[config.mk]
export PLATFORM = sky130hd
export DESIGN_NAME = fetch_stage
export DESIGN_NICKNAME = d
export VERILOG_FILES = /design/src/rtl/fetch_stage.sv
export SDC_FILE = /design/constraint.sdc
export NUM_CORES = 1
export LEC_CHECK = 0
export CAP_MARGIN = 20
export CELL_PAD_IN_SITES_DETAIL_PLACEMENT = 0
export CELL_PAD_IN_SITES_GLOBAL_PLACEMENT = 1
export CORE_MARGIN = 1.5
export CORE_UTILIZATION = 32
export CTS_BUF_LIST = sky130_fd_sc_hd__clkbuf_4
export CTS_CLUSTER_SIZE = 8
export DETAILED_ROUTE_END_ITERATION = 16
export DONT_BUFFER_PORTS = 1
export GPL_TIMING_DRIVEN = 0
export PLACE_DENSITY = 0.66
export SKIP_LAST_GASP = 1
export SLEW_MARGIN = 10
export SYNTH_ARGS = -nofsm -noshare
export SYNTH_HDL_FRONTEND = slang
export SYNTH_SLANG_ARGS = --single-unit
export TNS_END_PERCENT = 100
[constraint.sdc]
create_clock -name clk -period 3.31 [get_ports clk]
set_clock_uncertainty 0.2 [all_clocks]
set_input_delay 0.993 -clock clk [delete_from_list [all_inputs] [get_ports clk]]
set_output_delay 0.993 -clock clk [all_outputs]
set_load 0.03 [all_outputs]
[src/rtl/fetch_stage.sv]
// LC-3b instruction-fetch stage.
// Owns the PC, runs the read/resp handshake with instruction memory, parks an
// instruction fetched while ID is stalled, applies redirects from later stages
// and feeds bubbles into IF/ID while a redirect is being resolved.
//
// Ports:
//   clk, rst_n          clock (rising edge), async active-low reset
//   stall               ID/hazard unit: hold IF/ID this cycle
//   redirect            later stage: change the fetch stream this cycle
//   redirect_pc         redirect target (bit 0 ignored)
//   I_resp, I_rdata     instruction memory response / data
//   I_read, I_addr      instruction memory request / address
//   if_id_load          IF/ID load enable
//   PC_out              IF/ID PC input (fetched address + 2)
//   inst_out            IF/ID instruction input
//   inst_valid          inst_out is a real instruction, not a bubble
//
// state | meaning
// ------+-----------------------------------------------------------
// FETCH | read request at pc outstanding; deliver on I_resp
// HOLD  | instruction parked in hold_inst/hold_pc while ID is stalled
// DRAIN | redirect seen mid-read; wait for the stale read, then jump to tgt
module fetch_stage #(
    parameter logic [15:0] RESET_PC = 16'h0000,
    parameter logic [15:0] NOP_INST = 16'h0000
) (
    input  logic        clk,
    input  logic        rst_n,
    input  logic        stall,
    input  logic        redirect,
    input  logic [15:0] redirect_pc,
    input  logic        I_resp,
    input  logic [15:0] I_rdata,
    output logic        I_read,
    output logic [15:0] I_addr,
    output logic        if_id_load,
    output logic [15:0] PC_out,
    output logic [15:0] inst_out,
    output logic        inst_valid
);

    typedef enum logic [1:0] {
        FETCH = 2'd0,
        HOLD  = 2'd1,
        DRAIN = 2'd2
    } state_t;

    localparam logic [15:0] RESET_PC_AL = {RESET_PC[15:1], 1'b0};

    state_t      state, state_nxt;
    logic [15:0] pc, pc_nxt;
    logic [15:0] hold_inst, hold_inst_nxt;
    logic [15:0] hold_pc, hold_pc_nxt;
    logic [15:0] tgt, tgt_nxt;

    logic [15:0] pc_inc;
    logic [15:0] rpc;

    logic        read_raw;
    logic        load_raw;
    logic [15:0] pc_out_raw;
    logic [15:0] inst_raw;
    logic        valid_raw;

    assign pc_inc = pc + 16'd2;
    assign rpc    = {redirect_pc[15:1], 1'b0};

    always_ff @(posedge clk or negedge rst_n) begin
        if (!rst_n) begin
            state     <= FETCH;
            pc        <= RESET_PC_AL;
            hold_inst <= 16'h0000;
            hold_pc   <= 16'h0000;
            tgt       <= 16'h0000;
        end else begin
            state     <= state_nxt;
            pc        <= pc_nxt;
            hold_inst <= hold_inst_nxt;
            hold_pc   <= hold_pc_nxt;
            tgt       <= tgt_nxt;
        end
    end

    always_comb begin
        state_nxt     = state;
        pc_nxt        = pc;
        hold_inst_nxt = hold_inst;
        hold_pc_nxt   = hold_pc;
        tgt_nxt       = tgt;
        read_raw      = 1'b1;
        load_raw      = redirect | ~stall;
        pc_out_raw    = pc;
        inst_raw      = NOP_INST;
        valid_raw     = 1'b0;

        case (state)
            FETCH: begin
                if (redirect) begin
                    if (I_resp) begin
                        pc_nxt = rpc;
                    end else begin
                        // read already on the bus must finish before jumping
                        tgt_nxt   = rpc;
                        state_nxt = DRAIN;
                    end
                end else if (I_resp) begin
                    pc_nxt = pc_inc;
                    if (stall) begin
                        hold_inst_nxt = I_rdata;
                        hold_pc_nxt   = pc_inc;
                        state_nxt     = HOLD;
                    end else begin
                        inst_raw   = I_rdata;
                        pc_out_raw = pc_inc;
                        valid_raw  = 1'b1;
                    end
                end
            end

            HOLD: begin
                read_raw = 1'b0;
                if (redirect) begin
                    pc_nxt    = rpc;
                    state_nxt = FETCH;
                end else begin
                    inst_raw   = hold_inst;
                    pc_out_raw = hold_pc;
                    valid_raw  = 1'b1;
                    if (!stall) begin
                        state_nxt = FETCH;
                    end
                end
            end

            DRAIN: begin
                if (I_resp) begin
                    pc_nxt    = redirect ? rpc : tgt;
                    state_nxt = FETCH;
                end else if (redirect) begin
                    tgt_nxt = rpc;
                end
            end

            default: begin
                state_nxt = FETCH;
            end
        endcase
    end

    // Everything is forced quiet while reset is held.
    assign I_read     = rst_n & read_raw;
    assign I_addr     = rst_n ? pc : 16'h0000;
    assign if_id_load = rst_n & load_raw;
    assign PC_out     = rst_n ? pc_out_raw : 16'h0000;
    assign inst_out   = rst_n ? inst_raw : 16'h0000;
    assign inst_valid = rst_n & valid_raw;

endmodule

# Word-level counts from Yosys, hierarchy flattened
# Cells that the tools add are included.
# op_classes
addsub,1
eq_ne,12
muxes,38
bitwise,6
n_reduce_logical,7
# op_table
operator,count
$mux W16,20
$pmux W16 S2,3
$pmux W16 S3,1
$add A16 B2 Y16 const B,1
$mux W2,7
$ne A2 B2 Y1 const B,6
$ne A3 B3 Y1 const B,4
$reduce_and A4 Y1,3
$pmux W2 S3,1
$mux W1,5
$reduce_and A5 Y1,1
$and A1 B1 Y1,3
$reduce_bool A3 Y1,1
$eq A2 B1 Y1 const B,1
$eq A2 B2 Y1 const B,1
$logic_not A2 Y1,1
$not A1 Y1,2
$pmux W1 S2,1
$reduce_bool A2 Y1,1
$or A1 B1 Y1,1
# word_totals
reg_bits,66
input_bits,37
out_inout_bits,51
wordCells,69

# Logic depth before layout (Yosys ltp)
# depth
ltp_word,6
depth_mapped,9
mapped_depth_nobuf,7

# Worst setup path before layout
# Ideal clock, no wire load.
# synth_path
path_type,input to output
start,input I_resp
end,output PC_out[6]
t_arrival_ns,2.624
required_time_ns,2.117
path_slack_ns,-0.507
cell_stages,5
n_path_buf,1
cell_sequence,buf_2 > nor2b_1 > o21ai_0 > and4b_1 > nor4_1
# synth_between
elab_chain_cells,4
# synth_rtl
element,line,text
"start, declared",32,"input logic I_resp,"
$mux W16,106,end else if (I_resp) begin
$mux W16,98,if (redirect) begin
$pmux W16 S2,96,case (state)
$mux W16,154,assign PC_out = rst_n ? pc_out_raw : 16'h0000;
"end, declared",37,"output logic [15:0] PC_out,"
# No other way between the ends.

# Worst setup path after layout
# layout_path
start,input I_resp
end,output PC_out[7]
# Same word-level chain as after synthesis.

==> PnR_summary.wiki <==
{| class="wikitable"
! Metric !! Value
|-
| Status || finished with violations
|-
| Violations in the final reports || setup timing
|-
| XOR/XNOR Fraction of Synth Area || 0.0240
|-
| Number of buffers and inverters on the critical path || 1
|-
| Critical path's top delay family || simple AND/OR/NAND/NOR gates
|-
| Layout net count || 609
|-
| Clock tree from TritonCTS || yes
|-
| Number of distinct library cell variants in the gate-level netlist after synthesis || 65
|-
| Global placer's final weighted congestion || 0.879
|-
| Most used flip-flop cell after synthesis || sky130_fd_sc_hd__dfrtp_1
|-
| Fraction of the mapped netlist area in simple logic gates || 0.178
|-
| Worst setup margin || -216 ps
|-
| Number of DRC violations after detailed-routing iteration 0 || 250
|-
| Reg-to-Reg Start || state[1]$_DFFE_PN0P_
|-
| Initial antenna violation count || 0
|-
| Setup repair after global routing missed its margin || yes
|-
| Placement row count || 42
|-
| Worst Reg-to-Reg Cells || 7
|-
| Signed area change from the synthesized netlist to the final layout || 40.7%
|-
| Horizontal extent of the die || 120 um
|-
| Adder and majority cell fraction of the synthesized area || 0.0114
|-
| First-pass GRT wire length || 24.1 mm
|-
| Maximum capacitance violations || 0
|-
| Count of boundary I/O pins || 88
|-
| Cell-by-cell trace of the critical path || buf_8, nor2b_4, nand3_2, mux2_4, a222oi_1, nor2b_2
|-
| Filler Cell Count || 1262
|-
| Number of flops mapped to enable cells by yosys || 0
|-
| Yosys synthesis warning count || 0
|-
| Max-slew violations || 0
|-
| PortBufs || 0
|-
| CP max FO || 8
|-
| Detail Route Antenna Nets || 0
|-
| Final Cycle Share || 1.07
|-
| Destination of the critical timing path || PC_out[7]
|-
| Mux share of post-synthesis cell area || 0.106
|-
| Transition time of the tightest slew-check pin || 796 ps
|-
| Largest net degree at the start of global routing || 67
|-
| Number of cells on the critical path || 6
|-
| Slew headroom || 0.467
|-
| Class of the tightest hold or removal check || in -> async
|-
| Post-synthesis net count || 543
|-
| Fraction of registers with async set or reset after synthesis || 1.00
|-
| First-pass detailed-route iteration total || 5
|-
| Largest stage delay on the critical path || 380 ps
|-
| Inserted Diodes || 0
|-
| Core occupancy in the finished layout || 0.464
|-
| FF+latch count, synth || 66
|-
| Worst endpoint required time || 2120 ps
|-
| Most area-consuming cells after synthesis || sky130_fd_sc_hd__dfrtp_1 38%, sky130_fd_sc_hd__mux2_2 9.2%, sky130_fd_sc_hd__a21oi_1 6.3%
|-
| Average wire per cell in the routed design || 21.0 um
|-
| Height of the chip || 120 um
|-
| Initial Util || 0.330
|-
| Number of buffers created by CTS || 9
|-
| Clock tree buffer depth || 2
|-
| Met2 Track Usage GR || 0.344
|-
| Clock latency at the later pin of the worst-skew pair || 470 ps
|-
| Worst-case register-to-register setup slack || 490 ps
|-
| Power Density || 918 nW/um2
|-
| Grt peak-use layer || met2
|-
| Cell type of the slowest stage on the worst timing path || sky130_fd_sc_hd__a222oi_1
|-
| Post-synthesis average cell area || 8.73 um2
|-
| Setup violations, final || 23
|-
| Drt via density || 5.72
|-
| Core outline area || 13300 um2
|-
| Hold Violations, Final || 0
|-
| Remaining global-route overflow || 0
|-
| Reg clk slew, reported paths || 120 ps
|-
| Post-Layout Cell Count || 749
|-
| Minimum period implied by the final worst setup slack || 3530 ps
|-
| Kind of start point of the critical path || input pin
|-
| Cells after Synth || 502
|-
| Ratio of cells with drive above 1 in the final layout || 0.438
|-
| Met1 demand-to-capacity share in global routing || 0.282
|-
| Dominant combinational cell family by area after synthesis || compound AO/OA/AOI/OAI gates
|-
| Number of H-tree levels || 3
|-
| Aggregate global-route resource usage || 0.220
|-
| Detail Placement HPWL || 10.4 mm
|-
| Leakage power summed over all cells || 2.48 nW
|-
| Critical Path End Type || output port
|-
| Setup TNS after final layout || -2040 ps
|-
| Sequential-to-total area share from yosys stat || 0.377
|-
| Critical Setup Path Class || in -> out
|-
| Data arrival time of the critical path || 2330 ps
|-
| Setup Slack @ Placement || -619 ps
|-
| Clk root buf || sky130_fd_sc_hd__clkbuf_4
|-
| Standard cell area after detailed placement || 4740 um2
|-
| Synth Cell Area || 4380 um2
|-
| Worst Setup SP || I_resp
|-
| Cell area after layout || 6160 um2
|-
| Reg2reg end || pc[9]$_DFFE_PN0P_
|-
| Number of global-route vias before repair || 4339
|-
| Global-route met3 utilization || 0.0689
|-
| Total instance count after detailed placement || 678
|-
| Total clock sinks || 66
|-
| Top cell type by total area after synthesis || sky130_fd_sc_hd__dfrtp_1
|-
| Synthesized-area fraction occupied by ao, oa, aoi and oai cells || 0.241
|-
| Drt drc || 0
|-
| Die outline area || 14400 um2
|-
| Post-Route WL || 15.7 mm
|-
| Number of vias after detailed routing || 4283
|-
| Worst vdd ir || 0.352 mV
|-
| Post-synth top area share || 0.377
|-
| Max Clk Rate || 284 MHz
|}
==> how the worst min path moves through the flow <==
stage / start / to / slack [ps] / cells past startpoint
finish: rst_n / hold_pc[3]$_DFFE_PN0P_ / 180 / 1
global route: rst_n / hold_pc[2]$_DFFE_PN0P_ / 180 / 1
CTS: rst_n / hold_pc[2]$_DFFE_PN0P_ / 190 / 1
detailed placement: hold_pc[4]$_DFFE_PN0P_ / hold_pc[4]$_DFFE_PN0P_ / 270 / 2
global placement: hold_pc[4]$_DFFE_PN0P_ / hold_pc[4]$_DFFE_PN0P_ / 270 / 2
floorplan: hold_pc[11]$_DFFE_PN0P_ / hold_pc[11]$_DFFE_PN0P_ / 250 / 2
==> cells by family (layout without fill, tap and decap cells) <==
logic type | Yosys count | count (layout)
xor gates and xnor gates | 12 | 12
AOI/OAI and AO/OA | 162 | 162
and+or+nand+nor | 156 | 156
buffers and inverters | 60 | 131
DFF | 66 | 66
muxes | 42 | 42
adders and majority gates | 4 | 4
==> layer usage <==
layer,up-vias,routed length [um]
met5,-,0
met1,2157,6660
met2,140,7560
met3,30,1100
met4,0,419
li1,1956,-
==> stage by stage <==
stage | hold slack [ps] | power, mW
final | 176 | 5.66
after floorplan | 250 | 3.54
after global placement | 266 | 4.14
after CTS | 187 | 5.49
after detailed placement | 272 | 4.19
after global routing | 184 | 6.01
==> state kept, by name, indices dropped and copies added, names as in the netlist <==
| register | cells |
|---|---|
| hold_inst | 16 |
| hold_pc | 16 |
| pc | 16 |
| tgt | 16 |
| state | 2 |
==> cell usage in the layout, fill, tap and decap left out, types with 5 or more instances in the layout <==
cell type / instances
sky130_fd_sc_hd__dfrtp_1: 62
sky130_fd_sc_hd__a21oi_1: 45
sky130_fd_sc_hd__buf_4: 44
sky130_fd_sc_hd__nand2_1: 44
sky130_fd_sc_hd__mux2_2: 36
sky130_fd_sc_hd__nor2_4: 19
sky130_fd_sc_hd__buf_6: 19
sky130_fd_sc_hd__o21ai_0: 19
sky130_fd_sc_hd__and2_1: 18
sky130_fd_sc_hd__a22oi_2: 17
sky130_fd_sc_hd__nand3_1: 13
sky130_fd_sc_hd__clkbuf_1: 12
sky130_fd_sc_hd__inv_1: 12
sky130_fd_sc_hd__clkbuf_4: 11
sky130_fd_sc_hd__a21oi_2: 10
sky130_fd_sc_hd__o21ai_1: 9
sky130_fd_sc_hd__nor2_1: 9
sky130_fd_sc_hd__o22a_1: 9
sky130_fd_sc_hd__buf_8: 7
sky130_fd_sc_hd__a31oi_1: 7
sky130_fd_sc_hd__nand2_4: 6
sky130_fd_sc_hd__xnor2_1: 6
sky130_fd_sc_hd__xor2_1: 6
sky130_fd_sc_hd__clkbuf_16: 5
sky130_fd_sc_hd__mux2i_1: 5
sky130_fd_sc_hd__clkinv_1: 5
==> synthesized netlist by cell type (3+ instances only) <==
library cell and n:
sky130_fd_sc_hd__a21oi_1 55, sky130_fd_sc_hd__buf_1 3, sky130_fd_sc_hd__xor2_1 6, sky130_fd_sc_hd__mux2_2 36, sky130_fd_sc_hd__and4_1 3, sky130_fd_sc_hd__o21ai_0 26, sky130_fd_sc_hd__o22a_1 9, sky130_fd_sc_hd__nand4_1 4
sky130_fd_sc_hd__a22oi_1 17, sky130_fd_sc_hd__a211oi_2 3, sky130_fd_sc_hd__nor2b_1 7, sky130_fd_sc_hd__nand3_1 14, sky130_fd_sc_hd__a21o_1 4, sky130_fd_sc_hd__dfrtp_1 66, sky130_fd_sc_hd__nor3_1 5, sky130_fd_sc_hd__and2_1 19
sky130_fd_sc_hd__nor2_1 32, sky130_fd_sc_hd__buf_2 15, sky130_fd_sc_hd__o21ai_1 5, sky130_fd_sc_hd__buf_4 3, sky130_fd_sc_hd__mux2i_1 5, sky130_fd_sc_hd__a21boi_0 3, sky130_fd_sc_hd__clkbuf_1 23, sky130_fd_sc_hd__xnor2_1 6
sky130_fd_sc_hd__inv_1 14, sky130_fd_sc_hd__ha_1 4, sky130_fd_sc_hd__a31oi_1 9, sky130_fd_sc_hd__nand2_1 53
==> area by class of cell <==
cell class                 count  area [um2]  area share
multi-input combinational    376        3150       0.512
clock buffer                  10        75.1      0.0122
buffer                        40         384      0.0623
timing repair buffer          61         598      0.0970
tap                          176         220      0.0357
sequential                    66        1660       0.269
clock inverter                 6        23.8     0.00386
inverter                      14        52.6     0.00852
==> worst reg2reg max path, cell delays in order (launching register included) <==
cell and delay, ps:
sky130_fd_sc_hd__dfrtp_1 400, sky130_fd_sc_hd__inv_2 110, sky130_fd_sc_hd__ha_4 200, sky130_fd_sc_hd__clkbuf_1 180, sky130_fd_sc_hd__nor2_1 650, sky130_fd_sc_hd__clkbuf_1 570, sky130_fd_sc_hd__a31oi_1 170, sky130_fd_sc_hd__o22a_1 220
==> where the power goes <==
part / total (mW) / leakage [nW] / internal (mW) / switching [mW]
clock: 0.453 / 0.0578 / 0.149 / 0.305
combinational: 3.69 / 1.63 / 1.58 / 2.10
sequential: 1.52 / 0.794 / 1.20 / 0.319
total: 5.66 / 2.48 / 2.93 / 2.73
==> repair_timing <==
item | CTS | global route
resized for setup | 165 | 35
hold endpoints to repair | 66 | 0
hold buffers | 1 | 0
gates cloned | 0 | 2
buffers inserted | 48 | 11
endpoints found under the setup margin | 34 | 35
pin swaps | 44 | 31
No activity file was read; power rests on OpenSTA's default activity.
